--- src/rtl/tag_pool_pkg.sv ---
// Shared types and sizing helpers for the tag pool allocator.
package tag_pool_pkg;

  typedef enum logic [1:0] {
    FREE_OK,
    FREE_NOT_BUSY,
    FREE_RANGE
  } free_cause_e;

  function automatic int unsigned cnt_width(input int unsigned depth);
    return $clog2(depth + 1);
  endfunction

endpackage

--- src/rtl/tag_pool_alloc_if.sv ---
// Request/grant and free bus between requesters and the tag pool allocator.
interface tag_pool_alloc_if #(
  parameter int unsigned N       = 4,
  parameter int unsigned DEPTH   = 16,
  parameter int unsigned NUM_REQ = 4
);
  import tag_pool_pkg::*;

  localparam int unsigned CW = cnt_width(DEPTH);

  logic [NUM_REQ-1:0] i_req;
  logic [NUM_REQ-1:0] o_gnt;
  logic [N-1:0]       o_gnt_tag;
  logic               i_free_valid;
  logic [N-1:0]       i_free_tag;
  logic               o_free_err;
  logic [CW-1:0]      o_count;
  logic               o_full;
  logic               o_empty;
  logic [DEPTH-1:0]   o_timeout;

  modport master (
    output i_req, i_free_valid, i_free_tag,
    input  o_gnt, o_gnt_tag, o_free_err, o_count, o_full, o_empty, o_timeout
  );

  modport slave (
    input  i_req, i_free_valid, i_free_tag,
    output o_gnt, o_gnt_tag, o_free_err, o_count, o_full, o_empty, o_timeout
  );

endinterface

--- src/rtl/arbiter_round_robin.sv ---
// Round-robin arbiter: combinational one-hot pick, search starts after the last winner.
module arbiter_round_robin #(
  parameter int unsigned CLIENTS = 4
) (
  input  logic               i_clk,
  input  logic               i_rst_n,
  input  logic [CLIENTS-1:0] i_req,
  input  logic               i_advance,
  output logic [CLIENTS-1:0] o_gnt
);

  localparam int unsigned PW = (CLIENTS > 1) ? $clog2(CLIENTS) : 1;

  logic [PW-1:0] ptr_q;
  logic [PW-1:0] win_idx;
  logic [PW-1:0] idx;
  logic [PW:0]   sum;

  always_comb begin
    o_gnt   = '0;
    win_idx = ptr_q;
    idx     = '0;
    sum     = '0;
    for (int unsigned k = 0; k < CLIENTS; k++) begin
      sum = {1'b0, ptr_q} + (PW+1)'(k);
      if (sum >= (PW+1)'(CLIENTS)) sum = sum - (PW+1)'(CLIENTS);
      idx = sum[PW-1:0];
      if (o_gnt == '0 && i_req[idx]) begin
        o_gnt[idx] = 1'b1;
        win_idx    = idx;
      end
    end
  end

  always_ff @(posedge i_clk or negedge i_rst_n) begin
    if (!i_rst_n) begin
      ptr_q <= '0;
    end else if (i_advance && o_gnt != '0) begin
      ptr_q <= (win_idx == PW'(CLIENTS - 1)) ? '0 : win_idx + 1'b1;
    end
  end

endmodule

--- src/rtl/tag_pool_alloc.sv ---
// Tag pool allocator: busy bitmap, round-robin allocation, free checking and per-tag age timeout.
module tag_pool_alloc
  import tag_pool_pkg::*;
#(
  parameter int unsigned N       = 4,
  parameter int unsigned DEPTH   = 16,
  parameter int unsigned NUM_REQ = 4,
  parameter int unsigned TIMEOUT = 255
) (
  input logic             i_clk,
  input logic             i_rst_n,
  tag_pool_alloc_if.slave bus
);

  localparam int unsigned CW = cnt_width(DEPTH);
  localparam int unsigned AW = (TIMEOUT > 0) ? $clog2(TIMEOUT + 1) : 1;

  if (DEPTH > (1 << N)) begin : g_depth_chk
    $error("tag_pool_alloc: DEPTH must not exceed 2**N");
  end

  logic [DEPTH-1:0]   busy_q;
  logic [AW-1:0]      age_q [DEPTH];
  logic [NUM_REQ-1:0] gnt_q;
  logic [N-1:0]       gnt_tag_q;
  logic               free_err_q;
  logic [CW-1:0]      count_q;

  logic [NUM_REQ-1:0] eligible;
  logic [NUM_REQ-1:0] arb_gnt;
  logic               full;
  logic               alloc_go;
  logic [N-1:0]       alloc_tag;
  logic [DEPTH-1:0]   alloc_mask;
  logic [DEPTH-1:0]   free_mask;
  logic               free_hit;
  free_cause_e        free_cause;

  assign full     = (count_q == CW'(DEPTH));
  // Mask this cycle's winner so a still-high request is not granted twice in a row.
  assign eligible = bus.i_req & ~gnt_q;
  assign alloc_go = (arb_gnt != '0) && !full;

  arbiter_round_robin #(.CLIENTS(NUM_REQ)) u_arb (
    .i_clk     (i_clk),
    .i_rst_n   (i_rst_n),
    .i_req     (eligible),
    .i_advance (alloc_go),
    .o_gnt     (arb_gnt)
  );

  always_comb begin
    alloc_tag  = '0;
    alloc_mask = '0;
    for (int unsigned i = DEPTH; i > 0; i--) begin
      if (!busy_q[i-1]) alloc_tag = N'(i - 1);
    end
    for (int unsigned i = 0; i < DEPTH; i++) begin
      alloc_mask[i] = alloc_go && (alloc_tag == N'(i));
    end
  end

  always_comb begin
    free_mask  = '0;
    free_cause = FREE_OK;
    for (int unsigned i = 0; i < DEPTH; i++) begin
      free_mask[i] = (bus.i_free_tag == N'(i));
    end
    // Widened compare keeps DEPTH == 2**N from wrapping to zero.
    if ({1'b0, bus.i_free_tag} >= (N+1)'(DEPTH)) begin
      free_cause = FREE_RANGE;
    end else if ((busy_q & free_mask) == '0) begin
      free_cause = FREE_NOT_BUSY;
    end
    free_hit = bus.i_free_valid && (free_cause == FREE_OK);
  end

  always_ff @(posedge i_clk or negedge i_rst_n) begin
    if (!i_rst_n) begin
      busy_q     <= '0;
      gnt_q      <= '0;
      gnt_tag_q  <= '0;
      free_err_q <= 1'b0;
      count_q    <= '0;
    end else begin
      busy_q     <= (busy_q & ~(free_hit ? free_mask : '0)) | alloc_mask;
      gnt_q      <= alloc_go ? arb_gnt : '0;
      free_err_q <= bus.i_free_valid && (free_cause != FREE_OK);
      if (alloc_go) gnt_tag_q <= alloc_tag;
      case ({alloc_go, free_hit})
        2'b10:   count_q <= count_q + 1'b1;
        2'b01:   count_q <= count_q - 1'b1;
        default: count_q <= count_q;
      endcase
    end
  end

  always_ff @(posedge i_clk or negedge i_rst_n) begin
    if (!i_rst_n) begin
      for (int unsigned i = 0; i < DEPTH; i++) age_q[i] <= '0;
    end else begin
      for (int unsigned i = 0; i < DEPTH; i++) begin
        if (alloc_mask[i]) begin
          age_q[i] <= '0;
        end else if (busy_q[i] && age_q[i] != AW'(TIMEOUT)) begin
          age_q[i] <= age_q[i] + 1'b1;
        end
      end
    end
  end

  always_comb begin
    bus.o_timeout = '0;
    for (int unsigned i = 0; i < DEPTH; i++) begin
      bus.o_timeout[i] = (TIMEOUT != 0) && busy_q[i] && (age_q[i] == AW'(TIMEOUT));
    end
  end

  assign bus.o_gnt      = gnt_q;
  assign bus.o_gnt_tag  = gnt_tag_q;
  assign bus.o_free_err = free_err_q;
  assign bus.o_count    = count_q;
  assign bus.o_full     = full;
  assign bus.o_empty    = (count_q == '0);

endmodule

--- src/flat_wrapper.sv ---
// flat-port wrapper written by rule: the top's interface ports become plain ports
module tag_pool_alloc_flat import tag_pool_pkg::*;
#(
  parameter int unsigned N       = 4,
  parameter int unsigned DEPTH   = 16,
  parameter int unsigned NUM_REQ = 4,
  parameter int unsigned TIMEOUT = 255
)
  (i_clk, i_rst_n, bus_i_req, bus_i_free_valid, bus_i_free_tag, bus_o_gnt, bus_o_gnt_tag, bus_o_free_err, bus_o_count, bus_o_full, bus_o_empty, bus_o_timeout);
  tag_pool_alloc_if #(.N(N), .DEPTH(DEPTH), .NUM_REQ(NUM_REQ)) bus_i ();
  input logic i_clk;
  input logic i_rst_n;
  input wire logic [$bits(bus_i.i_req)-1:0] bus_i_req;
  input wire logic [$bits(bus_i.i_free_valid)-1:0] bus_i_free_valid;
  input wire logic [$bits(bus_i.i_free_tag)-1:0] bus_i_free_tag;
  output wire logic [$bits(bus_i.o_gnt)-1:0] bus_o_gnt;
  output wire logic [$bits(bus_i.o_gnt_tag)-1:0] bus_o_gnt_tag;
  output wire logic [$bits(bus_i.o_free_err)-1:0] bus_o_free_err;
  output wire logic [$bits(bus_i.o_count)-1:0] bus_o_count;
  output wire logic [$bits(bus_i.o_full)-1:0] bus_o_full;
  output wire logic [$bits(bus_i.o_empty)-1:0] bus_o_empty;
  output wire logic [$bits(bus_i.o_timeout)-1:0] bus_o_timeout;
  assign bus_i.i_req = bus_i_req;
  assign bus_i.i_free_valid = bus_i_free_valid;
  assign bus_i.i_free_tag = bus_i_free_tag;
  assign bus_o_gnt = bus_i.o_gnt;
  assign bus_o_gnt_tag = bus_i.o_gnt_tag;
  assign bus_o_free_err = bus_i.o_free_err;
  assign bus_o_count = bus_i.o_count;
  assign bus_o_full = bus_i.o_full;
  assign bus_o_empty = bus_i.o_empty;
  assign bus_o_timeout = bus_i.o_timeout;
  tag_pool_alloc #(.N(N), .DEPTH(DEPTH), .NUM_REQ(NUM_REQ), .TIMEOUT(TIMEOUT)) u_core (.i_clk(i_clk), .i_rst_n(i_rst_n), .bus(bus_i));
endmodule
--- config.mk ---
export PLATFORM = sky130hd
export DESIGN_NAME = tag_pool_alloc_flat
export DESIGN_NICKNAME = d
export VERILOG_FILES = /design/src/rtl/tag_pool_pkg.sv /design/src/rtl/tag_pool_alloc_if.sv /design/src/rtl/arbiter_round_robin.sv /design/src/rtl/tag_pool_alloc.sv /design/src/flat_wrapper.sv
export SDC_FILE = /design/constraint.sdc
export NUM_CORES = 1
export LEC_CHECK = 0
export CORE_MARGIN = 1
export CORE_UTILIZATION = 55
export CTS_CLUSTER_DIAMETER = 50
export DETAILED_ROUTE_END_ITERATION = 10
export PLACE_DENSITY = 0.74
export SETUP_SLACK_MARGIN = 0.3
export SYNTH_ARGS = -nofsm -noshare
export SYNTH_HDL_FRONTEND = slang
export SYNTH_SLANG_ARGS = --single-unit
export TNS_END_PERCENT = 50
--- constraint.sdc ---
create_clock -name i_clk -period 6.7 [get_ports i_clk]
set_clock_uncertainty 0.05 [all_clocks]
set_input_delay 1.675 -clock i_clk [delete_from_list [all_inputs] [get_ports i_clk]]
set_output_delay 1.675 -clock i_clk [all_outputs]
set_load 0.05 [all_outputs]
== After elaboration in Yosys (flattened, before gate mapping) ==
Index checks and enable logic that the tools add are counted.
Operators by class
  reduce and logical (&&, ||, !) cells: 87
  $add $sub $neg: 26
  equality and inequality tests: 66
  mux-type cells: 81
  order comparisons: 12
  bitwise gates (word level): 9
Operator list (count)
  two-way mux 8 bit: 32
  adder 8 x 1 -> 8 bit, second input constant: 16
  equality test 8 bit, second input constant: 16
  inequality test 8 bit, second input constant: 16
  two-way mux 4 bit: 21
  equality test 4 bit, second input constant: 16
  logical AND 1 bit: 59
  nonzero test 2 bit: 18
  bitwise AND 16 bit: 2
  equality test 4 x 3 -> 1 bit, second input constant: 8
  zero test 4 bit: 5
  two-way mux 2 bit: 9
  equality test 4 x 2 -> 1 bit, second input constant: 4
  zero test 16 bit: 1
  two-way mux 16 bit: 1
  NOT 16 bit: 1
  OR 16 bit: 1
  < comparator 2 x 3 -> 1 bit, second input constant: 4
  OR 4 bit: 3
  case mux 5 bit (2 select lines): 1
  >= comparator 3 bit, second input constant: 3
  two-way mux 1 bit: 9
  binary-select mux 1 bit (select 2 bit): 4
  demux 1 bit (select 2 bit): 4
  18 further kinds: 27
Storage, ports and cells
  logic and storage cells: 303
  bits in registers: 160
  bits of input ports: 11
  output and inout port bits: 32

== Depth between registers and ports, before layout ==
  word-level depth: 20
  depth in mapped cells: 20
  gate-level depth less buffers: 16

== By module ==
A second synthesis with hierarchy kept.
Second synthesis, totals
  cells, all modules: 945
  area, all modules: 9188.8 sq um
By module, submodules not included
  tag_pool_alloc: cells each 862, seq. area each 3953.8 sq um, times used 1, area each 8430.6 sq um
  arbiter_round_robin: cells each 83, seq. area each 50.0 sq um, times used 1, area each 758.2 sq um

== Worst setup path after synthesis ==
Ideal clock, no wire load.
  path type: input port to flip-flop
  start point: in bus_i_req[2]
  end point: reg u_core.count_q[2] (netlist: u_core.bus.o_count[2])
  cell stages on the path: 16
  data arrival time: 5.184 ns
  setup time: 0.136 ns
  slack: 1.330 ns
  required time: 6.514 ns
  path buffers: 4
  cell sequence: nor2b_1 -> mux4_2 -> o21ai_0 -> o2111ai_2 -> o31ai_2 -> buf_6 -> buf_2 -> buf_2 -> ha_1 -> clkbuf_1 -> xor2_1 -> ha_1 -> nor3_1 -> a2bb2oi_1 -> a2111oi_0 -> nand3_1
On the way
  cells in the longest elaborated chain, start to end: 17
  elaborated cells on any way between the ends: 28
  classes of those cells: 2 x eq/ne; 13 x mux; 4 x bitwise; 9 x reduce/logical
Ends and longest elaborated chain
  start: declaration: line flat_wrapper.sv:13  | input wire logic [$bits(bus_i.i_req)-1:0] bus_i_req;
  bitwise AND 4 bit *: line tag_pool_alloc.sv:41  | assign eligible = bus.i_req & ~gnt_q;
  binary-select mux 1 bit (select 2 bit): line arbiter_round_robin.sv:28  | if (o_gnt == '0 && i_req[idx]) begin
  two-way mux 1 bit (not written as such): line arbiter_round_robin.sv:28
  two-way mux 4 bit: line arbiter_round_robin.sv:28
  zero test 4 bit: line arbiter_round_robin.sv:28
  logical AND 1 bit: line arbiter_round_robin.sv:28
  two-way mux 4 bit: line arbiter_round_robin.sv:28
  zero test 4 bit: line arbiter_round_robin.sv:28
  logical AND 1 bit: line arbiter_round_robin.sv:28
  two-way mux 4 bit: line arbiter_round_robin.sv:28
  zero test 4 bit: line arbiter_round_robin.sv:28
  logical AND 1 bit: line arbiter_round_robin.sv:28
  two-way mux 4 bit *: line arbiter_round_robin.sv:28
  nonzero test 4 bit *: line tag_pool_alloc.sv:42  | assign alloc_go = (arb_gnt != '0) && !full;
  logical AND 1 bit *: line tag_pool_alloc.sv:42
  equality test 2 x 1 -> 1 bit or equality test 2 bit (tied branches): line tag_pool_alloc.sv:90  | case ({alloc_go, free_hit})
  case mux 5 bit (2 select lines) or nonzero test 2 bit (tied branches)
  end signal: assignment: line tag_pool_alloc.sv:91  | 2'b10: count_q <= count_q + 1'b1;
  end signal: assignment: line tag_pool_alloc.sv:92  | 2'b01: count_q <= count_q - 1'b1;
  end signal: assignment: line tag_pool_alloc.sv:93  | default: count_q <= count_q;
  end: declaration: line tag_pool_alloc.sv:27  | logic [CW-1:0] count_q;
Every way passes the cells marked *; elsewhere a longest branch is shown, timed or not. The select of a mux whose other input is x is not followed.
A chain may end at the register's enable or synchronous reset.

== Final worst setup path ==
  start point: in bus_i_free_tag[3]
  end point: reg u_core.count_q[4] (netlist: u_core.bus.o_count[4])
On the way
  cells in the longest elaborated chain, start to end: 8
  elaborated cells on any way between the ends: 25
  classes of those cells: 17 x eq/ne; 2 x mux; 1 x bitwise; 5 x reduce/logical
Ends and longest elaborated chain
  start: declaration: line flat_wrapper.sv:15  | input wire logic [$bits(bus_i.i_free_tag)-1:0] bus_i_free_tag;
  equality test 4 x 1 -> 1 bit, or another cell as far along: line tag_pool_alloc.sv:67  | free_mask[i] = (bus.i_free_tag == N'(i));
  bitwise AND 16 bit *: line tag_pool_alloc.sv:72  | end else if ((busy_q & free_mask) == '0) begin
  zero test 16 bit *: line tag_pool_alloc.sv:72
  two-way mux 1 bit *: line tag_pool_alloc.sv:72
  zero test 2 bit *: line tag_pool_alloc.sv:75  | free_hit = bus.i_free_valid && (free_cause == FREE_OK);
  logical AND 1 bit *: line tag_pool_alloc.sv:75
  equality test 2 x 1 -> 1 bit or equality test 2 bit (tied branches): line tag_pool_alloc.sv:90
  case mux 5 bit (2 select lines) or nonzero test 2 bit (tied branches)
Every way passes the cells marked *; elsewhere a longest branch is shown, timed or not.

==> metrics.txt <==
status=finished clean; Starting Density=0.5604; Via Count=6984; Antenna diodes=0; RSZ-0062 raised after global routing=no; Mapped Nets=990; Synth Area in Compound Gates=0.1306; Synth cell types=62; main combinational cell family by area after synthesis=simple AND/OR/NAND/NOR gates; Crit path arrival time=5510 ps; H-tree Lvls=4; CTS clk-pin slew, worst paths=60 ps; first-pass GRT wire length=31020 µm; RePlAce Congestion=0.9025; Worst-Skew Late Latency=430 ps; initial antenna violation count=0; sequential share of power=0.343; Top Layer Used=met4; Max FO, Critical Path=14; CTS tree=yes; PD cells=514.9 nW/µm²; Period minus WS final=5211 ps; Antenna Nets Post-Route=0; vias per cell=5.734; initial drt markers=497; worst ir drop on vdd=0.4255 mV; Syn Std Cell Area=8870 µm²; Crit. End Element=register; Simple-Gate Fraction of Synth Area=0.2147; routed wl met2=8579 µm; Setup Total Neg Slack=0 ps; Clock Power Share=0.174; sequential fraction of the synthesis area=0.4514; largest net degree at the start of global routing=104; Core Box Area=15830 µm²; leak pwr=4.052 nW; final setup vio count=0; cts repair resizes=0; routed len/inst=15.04 µm; endpoints failing hold=0; Hold Path Depth=2; Area after DPL=9485 µm²; Tot GR Track Use=0.2369; Synthesis Warnings=0; Synth-to-Final Area Change=13.08%; Post-Synthesis Cells=953; Post-synth ARST share=1.000; Root Buffer=clkbuf_16; hpwl dp=12460 µm; drt pass-1 iters=5; WS Path Type=input pin to register; Post-Route WL=18320 µm; min setup slack post-route=1489 ps; clock buffer depth=2; commonest non-fill, non-tap cell in the layout=dfrtp_1; sw power=2.359 mW; Die Wd=129.0 µm; Comb pwr share=0.483; Placement Rows=46; Residual DRC=0; Mean Syn Cell Area=9.307 µm²; fillers=1311; hold bufs inserted after CTS=0; post-route cell area=10030 µm²; Peak Freq=0.1919 GHz; die height=129.0 µm; met3 wire length=849 µm; relative slew slack=0.2221; Sw Share=0.4568; DP Worst Slack=1075 ps; final hold slack=450.6 ps; share of layout cells above drive strength 1=0.06188; Slew @ Worst Pin=1167 ps; Pins Over Slew Limit=0; Synth Area in Adders=0.03668; Post-synth EDFFs=0; Synth Area in XOR/XNOR=0.1086; most frequent cells in the layout=dfrtp_1, nor2_1, nand2_1, a21oi_1; total CTS buffers=17; fin nets=1027; setup bufs post-CTS=0; worst hold path type=register to register; Req. time, crit path=7000 ps; Port Buf Inserts=42; mux cell area share after synthesis=0.03442; GR Overflow Total=0; internal power=2.805 mW; met1 wire length=8490 µm; full die area=16640 µm²; register bit total from synthesis=160; Final period util=0.7777; Reg2Reg Depth=12; vias in the first global route=6631; CTS sink count=160; most common flop cell mapped by yosys=dfrtp_1; I/O pin count=43; crit start category=input pin; max-cap violations=0
## sequential cells by signal, summed over array words and instances (netlist names)
register and count:
u_core.bus.o_gnt_tag 4, u_core.bus.o_count 5, u_core.u_arb.ptr_q 2, u_core.age_q 128
u_core.busy_q 16, u_core.bus.o_free_err 1, u_core.bus.o_gnt 4
## cell type report
type	instances	area (µm²)	area share
Inverter	25	93.84	0.009356
Tap cell	216	270.3	0.02695
Sequential cell	160	4004	0.3992
Clock buffer	22	484.2	0.04828
Clock inverter	9	60.06	0.005988
Multi-Input combinational cell	740	4666	0.4652
Timing Repair Buffer	46	451.7	0.04503
## per-layer routing
metal | GRT usage | vias to the layer above
li1 | - | 3417
met1 | 0.3171 | 3350
met2 | 0.3765 | 175
met3 | 0.04740 | 42
met4 | 0.1017 | 0
met5 | 0 | -
## cell families after synthesis
kind of cell	count (synthesis)
simple gates	395
buf+inv	53
fa+ha+maj	26
xor+xnor	110
mux	24
compound gates	185
flops	160
## critical path, cell delays in order
cell and delay [ps]:
clkdlybuf4s50_1 670, or2_2 450, o31ai_1 250, o32ai_1 160
a21oi_1 440, ha_1 530, a21oi_1 130, a211oi_1 250
or4b_1 520, a211oi_1 270, xor2_1 170
## per-stage QoR
| stage | power [mW] | utilization | instances |
|---|---|---|---|
| final | 5.164 | 0.6337 | 1218 |
| after CTS | 5.170 | 0.6337 | 1218 |
| after global routing | 5.562 | 0.6337 | 1218 |
| after detailed placement | 4.250 | 0.5993 | 1187 |
| after floorplan | 3.651 | - | 953 |
| after global placement | 4.196 | 0.5993 | 1187 |
## synth_stat cells (all sizes together) (2+ instances only)
cell type | n | area (µm²)
dfrtp | 160 | 4004
nor2 | 116 | 435.4
nand2 | 90 | 337.8
a21oi | 79 | 395.4
xnor2 | 55 | 481.7
xor2 | 55 | 481.7
o21ai | 51 | 255.2
nand3 | 41 | 205.2
nor3 | 39 | 220.2
nand4 | 30 | 187.7
ha | 26 | 325.3
inv | 24 | 90.09
clkbuf | 20 | 75.07
mux2i | 17 | 170.2
and3 | 15 | 93.84
or3 | 15 | 98.84
a211oi | 14 | 167.7
nor2b | 14 | 87.58
nand2b | 11 | 68.82
and2 | 10 | 62.56
buf | 8 | 40.04
mux4 | 5 | 112.6
nand3b | 5 | 37.54
a221oi | 4 | 35.03
a31oi | 4 | 25.02
a2bb2oi | 3 | 26.28
o2111ai | 3 | 32.53
o211ai | 3 | 22.52
a21boi | 2 | 15.01
a21o | 2 | 15.01
a22oi | 2 | 15.01
a32oi | 2 | 17.52
mux2 | 2 | 22.52
nor4 | 2 | 12.51
o22a | 2 | 17.52
o22ai | 2 | 12.51
o31a | 2 | 17.52
o31ai | 2 | 20.02
or2 | 2 | 12.51
## power groups by stage
stage | clock (mW) | sequential (mW) | combinational, mW
floorplan | 0 | 1.76 | 1.89
global route | 0.951 | 1.83 | 2.79
finish | 0.898 | 1.77 | 2.49
CTS | 0.911 | 1.77 | 2.49
detailed placement | 0 | 1.77 | 2.48
global placement | 0 | 1.77 | 2.43
## path summary, 6_finish.rpt
path,from,to,slack (ps)
worst min register to register,u_core.bus.o_gnt_tag[2],u_core.bus.o_gnt_tag[2],450
worst min-delay path,u_core.bus.o_gnt_tag[2],u_core.bus.o_gnt_tag[2],450
worst max register to register,u_core.u_arb.ptr_q[0],u_core.bus.o_count[4],2160
worst max-delay path,bus_i_free_tag[3],u_core.bus.o_count[4],1490
min in group asynchronous,i_rst_n,u_core.age_q[20],1280
max in group asynchronous,i_rst_n,u_core.u_arb.ptr_q[1],4060
No activity file was read; power rests on OpenSTA's default activity.
